## config.mk

```make
export PLATFORM = sky130hd
export DESIGN_NAME = audio_mixer_n
export DESIGN_NICKNAME = d
export VERILOG_FILES = /design/src/rtl/audio_mixer_n.sv
export SDC_FILE = /design/constraint.sdc
export NUM_CORES = 1
export LEC_CHECK = 0
export CAP_MARGIN = 20
export CELL_PAD_IN_SITES_DETAIL_PLACEMENT = 0
export CELL_PAD_IN_SITES_GLOBAL_PLACEMENT = 1
export CORE_ASPECT_RATIO = 0.5
export CORE_MARGIN = 2
export CORE_UTILIZATION = 48
export CTS_CLUSTER_DIAMETER = 50
export DETAILED_ROUTE_END_ITERATION = 16
export PLACE_DENSITY = 0.85
export SLEW_MARGIN = 10
export SYNTH_ARGS = -nofsm -noshare
export SYNTH_HDL_FRONTEND = slang
export SYNTH_SLANG_ARGS = --single-unit
```

## constraint.sdc

```tcl
create_clock -name clk_sys -period 18.9 [get_ports clk_sys]
set_clock_uncertainty 0.05 [all_clocks]
set_input_delay 3.78 -clock clk_sys [delete_from_list [all_inputs] [get_ports clk_sys]]
set_output_delay 3.78 -clock clk_sys [all_outputs]
set_load 0.01 [all_outputs]
```

## src/rtl/audio_mixer_n.sv

```systemverilog
// rtl/audio_mixer_n.sv - time-multiplexed N-channel stereo mixer with volume, pan, enable and startup mute
module audio_mixer_n #(
  parameter int              N_CH        = 6,
  parameter int              IN_W        = 8,
  parameter int              OUT_W       = 12,
  parameter int              SHIFT       = 4,
  parameter int              SAMPLE_DIV  = 512,
  parameter int              MUTE_CYCLES = 50000000,
  parameter logic [N_CH-1:0] MUTE_MASK   = '0
) (
  input  logic                 clk_sys,
  input  logic                 reset,
  input  logic [N_CH*IN_W-1:0] ch_data,
  input  logic [N_CH*4-1:0]    ch_vol,
  input  logic [N_CH*2-1:0]    ch_pan,
  input  logic [N_CH-1:0]      ch_en,
  input  logic                 mute_restart,
  output logic [OUT_W-1:0]     out_l,
  output logic [OUT_W-1:0]     out_r,
  output logic                 sample_stb,
  output logic                 busy
);
  localparam int TERM_W = IN_W + 4;
  localparam int ACC_W  = TERM_W + $clog2(N_CH);
  localparam int IDX_W  = $clog2(N_CH);
  localparam int TICK_W = $clog2(SAMPLE_DIV);
  localparam int MT_W   = (MUTE_CYCLES > 1) ? $clog2(MUTE_CYCLES + 1) : 1;
  localparam int CMP_W  = (ACC_W > OUT_W) ? ACC_W : OUT_W;

  typedef enum logic [1:0] {S_IDLE, S_ACC, S_SCALE} state_t;

  state_t            r_state, w_next;
  logic [TICK_W-1:0] r_tick;
  logic [MT_W-1:0]   r_mute_timer;
  logic [IN_W-1:0]   r_data [N_CH];
  logic [3:0]        r_vol  [N_CH];
  logic [1:0]        r_pan  [N_CH];
  logic [N_CH-1:0]   r_en;
  logic              r_mute;
  logic [IDX_W-1:0]  r_idx;
  logic [ACC_W-1:0]  r_acc_l, r_acc_r;
  logic [OUT_W-1:0]  r_out_l, r_out_r;
  logic              r_stb, r_busy;
  logic              w_start, w_acc_en, w_scale, w_last;
  logic [TERM_W-1:0] w_term;
  logic [CMP_W-1:0]  w_shift_l, w_shift_r;

  always_ff @(posedge clk_sys or posedge reset) begin
    if (reset)                                r_tick <= '0;
    else if (r_tick == TICK_W'(SAMPLE_DIV-1)) r_tick <= '0;
    else                                      r_tick <= r_tick + 1'b1;
  end

  // Restart has priority over the decrement, so a coincident expiry still reloads.
  always_ff @(posedge clk_sys or posedge reset) begin
    if (reset)                    r_mute_timer <= MT_W'(MUTE_CYCLES);
    else if (mute_restart)        r_mute_timer <= MT_W'(MUTE_CYCLES);
    else if (r_mute_timer != '0)  r_mute_timer <= r_mute_timer - 1'b1;
  end

  always_ff @(posedge clk_sys or posedge reset) begin
    if (reset) r_state <= S_IDLE;
    else       r_state <= w_next;
  end

  assign w_last = (r_idx == IDX_W'(N_CH-1));

  always_comb begin
    w_next = r_state;
    case (r_state)
      S_IDLE:  if (r_tick == '0) w_next = S_ACC;
      S_ACC:   if (w_last)       w_next = S_SCALE;
      S_SCALE:                   w_next = S_IDLE;
      default:                   w_next = S_IDLE;
    endcase
  end

  always_comb begin
    w_start  = (r_state == S_IDLE) && (r_tick == '0);
    w_acc_en = (r_state == S_ACC);
    w_scale  = (r_state == S_SCALE);
  end

  assign w_term = (r_en[r_idx] && !(r_mute && MUTE_MASK[r_idx]))
                ? TERM_W'(r_data[r_idx]) * TERM_W'(r_vol[r_idx]) : '0;

  assign w_shift_l = CMP_W'(r_acc_l >> SHIFT);
  assign w_shift_r = CMP_W'(r_acc_r >> SHIFT);

  always_ff @(posedge clk_sys or posedge reset) begin
    if (reset) begin
      for (int i = 0; i < N_CH; i++) begin
        r_data[i] <= '0;
        r_vol[i]  <= '0;
        r_pan[i]  <= '0;
      end
      r_en    <= '0;
      r_mute  <= 1'b0;
      r_idx   <= '0;
      r_acc_l <= '0;
      r_acc_r <= '0;
      r_out_l <= '0;
      r_out_r <= '0;
      r_stb   <= 1'b0;
      r_busy  <= 1'b0;
    end else begin
      r_stb <= 1'b0;
      if (w_start) begin
        for (int i = 0; i < N_CH; i++) begin
          r_data[i] <= ch_data[i*IN_W +: IN_W];
          r_vol[i]  <= ch_vol[i*4 +: 4];
          r_pan[i]  <= ch_pan[i*2 +: 2];
        end
        r_en    <= ch_en;
        r_mute  <= (r_mute_timer != '0);
        r_idx   <= '0;
        r_acc_l <= '0;
        r_acc_r <= '0;
        r_busy  <= 1'b1;
      end
      if (w_acc_en) begin
        if (r_pan[r_idx][0]) r_acc_l <= r_acc_l + ACC_W'(w_term);
        if (r_pan[r_idx][1]) r_acc_r <= r_acc_r + ACC_W'(w_term);
        if (!w_last)         r_idx   <= r_idx + 1'b1;
      end
      if (w_scale) begin
        r_out_l <= (w_shift_l > CMP_W'({OUT_W{1'b1}})) ? {OUT_W{1'b1}} : w_shift_l[OUT_W-1:0];
        r_out_r <= (w_shift_r > CMP_W'({OUT_W{1'b1}})) ? {OUT_W{1'b1}} : w_shift_r[OUT_W-1:0];
        r_stb   <= 1'b1;
        r_busy  <= 1'b0;
      end
    end
  end

  assign out_l      = r_out_l;
  assign out_r      = r_out_r;
  assign sample_stb = r_stb;
  assign busy       = r_busy;
endmodule

```

==> results by group <==
Worst setup path
  • Number of buffers and inverters on the critical path: 3
  • CP Capture Type: flip-flop
  • R2r startpoint: r_idx[0]
  • RR Endpoint: r_acc_l[11]
  • Data arrival time of the worst path: about 7.0 ns
  • Worst setup path category: reg2reg
  • Critical Path Source Type: flip-flop
  • Cell Chain, Critical Path: buf_4 -> mux4_2 -> a21oi_1 -> or2_2 -> fa_1 -> inv_1 -> fa_1 -> fa_1 -> a21oi_1 -> nor2_1 -> nor2_1 -> o21ai_0 -> a21oi_1 -> xnor2_1 -> nor2_1 -> ha_1 -> a21oi_1 -> inv_1 -> a41oi_1 -> nor3b_1 -> nor3_2 -> xnor2_1 -> or3_1 -> o21ai_0
  • Required time reported for the critical path endpoint: 19.19 ns
  • Setup slack, reg-to-reg: around 12 ns
  • Slowest cell on the critical path: sky130_fd_sc_hd__a21oi_1
  • CP max FO: 34
  • Depth of the worst register-to-register path: 24
  • Critical Path Source: r_idx[0]
  • Category of cells accounting for the largest share of critical-path delay: compound AO/OA/AOI/OAI gates
  • Maximum single-stage delay on the critical path: 0.67 ns
  • Most used cell along the critical path: sky130_fd_sc_hd__a21oi_1

Power
  • Cell Pwr Density: 99.5 nW/um2
  • PnR Total Power: 1.05 mW
  • Static leakage: 4.73 nW
  • Highest ir drop seen on vdd: 0.0678 mV

Floorplanning
  • Starting density of the core: 0.493
  • Placeable core region: 17,400 um2
  • Count of pins on the block boundary: between 100 and 150
  • Die extent in y: a little under 100 um
  • Die area: 19,100 um2
  • Die Width: around 190 um
  • Floorplan row count: 34

Clock network
  • Cts repair resizes: 0
  • CTS max path bufs: 2
  • Insertion delay of the later-clocked pin in the worst-skew pair: 0.43 ns
  • Level count of the clock H-tree: 4
  • Clk root buf: sky130_fd_sc_hd__clkbuf_16
  • TritonCTS buffer count: 17
  • Clock slew at reported path FFs: 0.06 ns
  • Hold bufs inserted after CTS: 0
  • Sink Count: 158
  • Setup bufs post-CTS: 0
  • Clock tree from TritonCTS: yes

Hold path
  • Hold Startpoint: r_acc_l[14]
  • Hold path endpoint: r_acc_l[14]
  • Worst min path class: reg2reg
  • Worst hold path stage count: 1

Logic synthesis
  • Count of synthesis-stage warnings from yosys: 0
  • Biggest area consumer among synthesized cells: sky130_fd_sc_hd__dfrtp_1
  • Number of distinct library cells after synthesis: 48
  • Total of flip-flops plus latches after synthesis: ~160
  • Number of synthesized flops with an enable pin: 0
  • Predominant post-synthesis flop cell: sky130_fd_sc_hd__dfrtp_1
  • Dominant cells by area after synthesis: sky130_fd_sc_hd__dfrtp_1 (46%), sky130_fd_sc_hd__mux2_2 (15%), sky130_fd_sc_hd__ha_1 (6.0%), sky130_fd_sc_hd__mux4_2 (3.9%), sky130_fd_sc_hd__fa_1 (3.3%)
  • Cell count after synthesis: 746
  • Proportion of netlist area held by the largest area contributor: 0.460
  • Ys async rst share: 1.00
  • Cell area after synthesis: 8600 um2
  • Share of the yosys chip area belonging to registers: 0.460
  • Average footprint of a synthesized cell: 11.5 um2

Drt
  • DR iter-0 viols: 231
  • Final wirelength: 18,000 um
  • Wirelength per Cell: between 15 and 20 um
  • Initial DRT Pass Iterations: 4
  • Drt drc: 0
  • Number of nets with antenna violations after routing: 0
  • Routed vias: roughly 5,900
  • Vias per inst: 5.35

Placement
  • Detailed Place HPWL: roughly 13,000 um
  • Number of buffers inserted by port buffering: 115
  • Final RePlAce weighted congestion: 0.798

Layout
  • Net count of the finished layout: roughly 1,000
  • Area overhead of the layout relative to synthesis: 22.5%
  • Share of final-layout standard cells stronger than drive strength 1: 0.210
  • Most used cells in the layout excluding fill and tap cells: sky130_fd_sc_hd__dfrtp_1 (157), sky130_fd_sc_hd__clkdlybuf4s50_1 (115), sky130_fd_sc_hd__mux2_2 (112), sky130_fd_sc_hd__nor2_1 (65), sky130_fd_sc_hd__ha_1 (41)
  • Most common cell after layout, fill and taps aside: sky130_fd_sc_hd__dfrtp_1
  • Antenna diode count: 0

Global routing
  • Busiest layer in global routing: met2
  • Via count of the first global-routing pass: 6,069
  • Initial antenna violation count: 0
  • Maximum number of pins on one net before global-route repair: between 80 and 90
  • GRT met2 Usage: 0.319
  • Remaining global-route overflow: 0
  • First-pass GRT wire length: 30,400 um
  • Met3 layer usage reported by global route: 0.0513
  • Met1 usage in global routing: 0.275
  • GRT Resource Usage Total: 0.200

Flow run
  • Count of maximum capacitance violations: 0

STA
  • Unrepaired setup endpoints after global routing: false
  • Sum Neg Setup Slack: 0 ns
  • Worst-margin pin slew: about 1.0 ns
  • Portion of the clock cycle consumed by the worst path in the final layout: 0.357
  • Hold Fails Final Rpt: 0
  • Headroom to the max-slew limit: 0.330
  • Final Max Slew Viols: 0
  • Highest clock rate: approximately 0.15 GHz
  • Minimum period implied by the final worst setup slack: 6.75 ns
  • Number of failing setup endpoints in the final timing report: 0

Run status
  • Status: finished, final reports clean
## power breakdown
part           leakage (nW)  total [mW]  internal [mW]  switching (mW)
Combinational          2.53       0.284          0.147           0.137
Clock                 0.284       0.348          0.213           0.135
Sequential             1.92       0.416          0.385          0.0304
## cell type report
type,instances,area (um2)
clock inverters,10,140
clock buffers,20,457
well taps,234,293
flip-flops and latches,158,3960
multi-input cells,512,4330
repair buffers,121,1200
inverters,41,159
fillers,1425,6910
## layer usage
layer	wire [um]	share of wire	up-vias
li1	-	-	2848
met1	8490	0.47	2869
met2	8180	0.46	135
met3	1170	0.065	12
met4	133	0.0074	0
met5	0	0	-
## cell families after synthesis
kind of cell    synth area share
flops                      0.460
mux                        0.206
buf+inv                   0.0371
other cells             0.000436
compound gates            0.0717
fa+ha+maj                 0.0949
xor+xnor                  0.0285
simple gates               0.102
## per-stage QoR
stage          std cells  utilization  setup WS, ns  hold WS [ns]  cell area [um2]
2_1_floorplan        747            -         10.81         0.389             8600
3_3_place_gp        1066        0.570         12.26         0.410             9940
3_5_place_dp        1066        0.570         12.16         0.415             9940
4_1_cts             1096        0.604         12.13         0.425            10500
5_1_grt             1096        0.604         11.54         0.455            10500
6_report            1096        0.604         12.15         0.424            10500
## sequential cells by signal, summed over array words and instances, names as in the netlist
name        count
r_acc_l        15
r_acc_r        15
r_state         2
r_vol          24
out_l          11
out_r          11
sample_stb      1
r_pan          12
r_tick          9
r_en            6
r_data         48
r_idx           3
busy            1
## synthesized netlist by cell type, types with 5 or more instances
library cell,instances
sky130_fd_sc_hd__xnor2_1,18
sky130_fd_sc_hd__o21a_1,6
sky130_fd_sc_hd__nor2_1,65
sky130_fd_sc_hd__o31ai_1,6
sky130_fd_sc_hd__or2_2,9
sky130_fd_sc_hd__and3_1,5
sky130_fd_sc_hd__nor3_1,10
sky130_fd_sc_hd__o211ai_1,5
sky130_fd_sc_hd__or3_1,6
sky130_fd_sc_hd__fa_1,14
sky130_fd_sc_hd__mux2i_1,17
sky130_fd_sc_hd__ha_1,41
sky130_fd_sc_hd__a21oi_1,33
sky130_fd_sc_hd__nor2b_1,9
sky130_fd_sc_hd__mux2_2,112
sky130_fd_sc_hd__inv_1,41
sky130_fd_sc_hd__o21ai_0,25
sky130_fd_sc_hd__nand3_1,29
sky130_fd_sc_hd__buf_1,5
sky130_fd_sc_hd__nand2_1,26
sky130_fd_sc_hd__mux4_2,15
sky130_fd_sc_hd__xor2_1,10
sky130_fd_sc_hd__clkbuf_1,23
sky130_fd_sc_hd__dfrtp_1,158
## worst max-delay path by stage
stage,end,slack (ns),cells after the start
final,r_acc_l[11],12.15,24
after global routing,r_acc_l[11],11.54,25
after CTS,r_acc_l[11],12.13,24
after detailed placement,r_acc_l[11],12.16,24
after global placement,r_acc_l[11],12.26,25
after floorplan,busy,10.81,1
(Power assumes the default switching activity.)
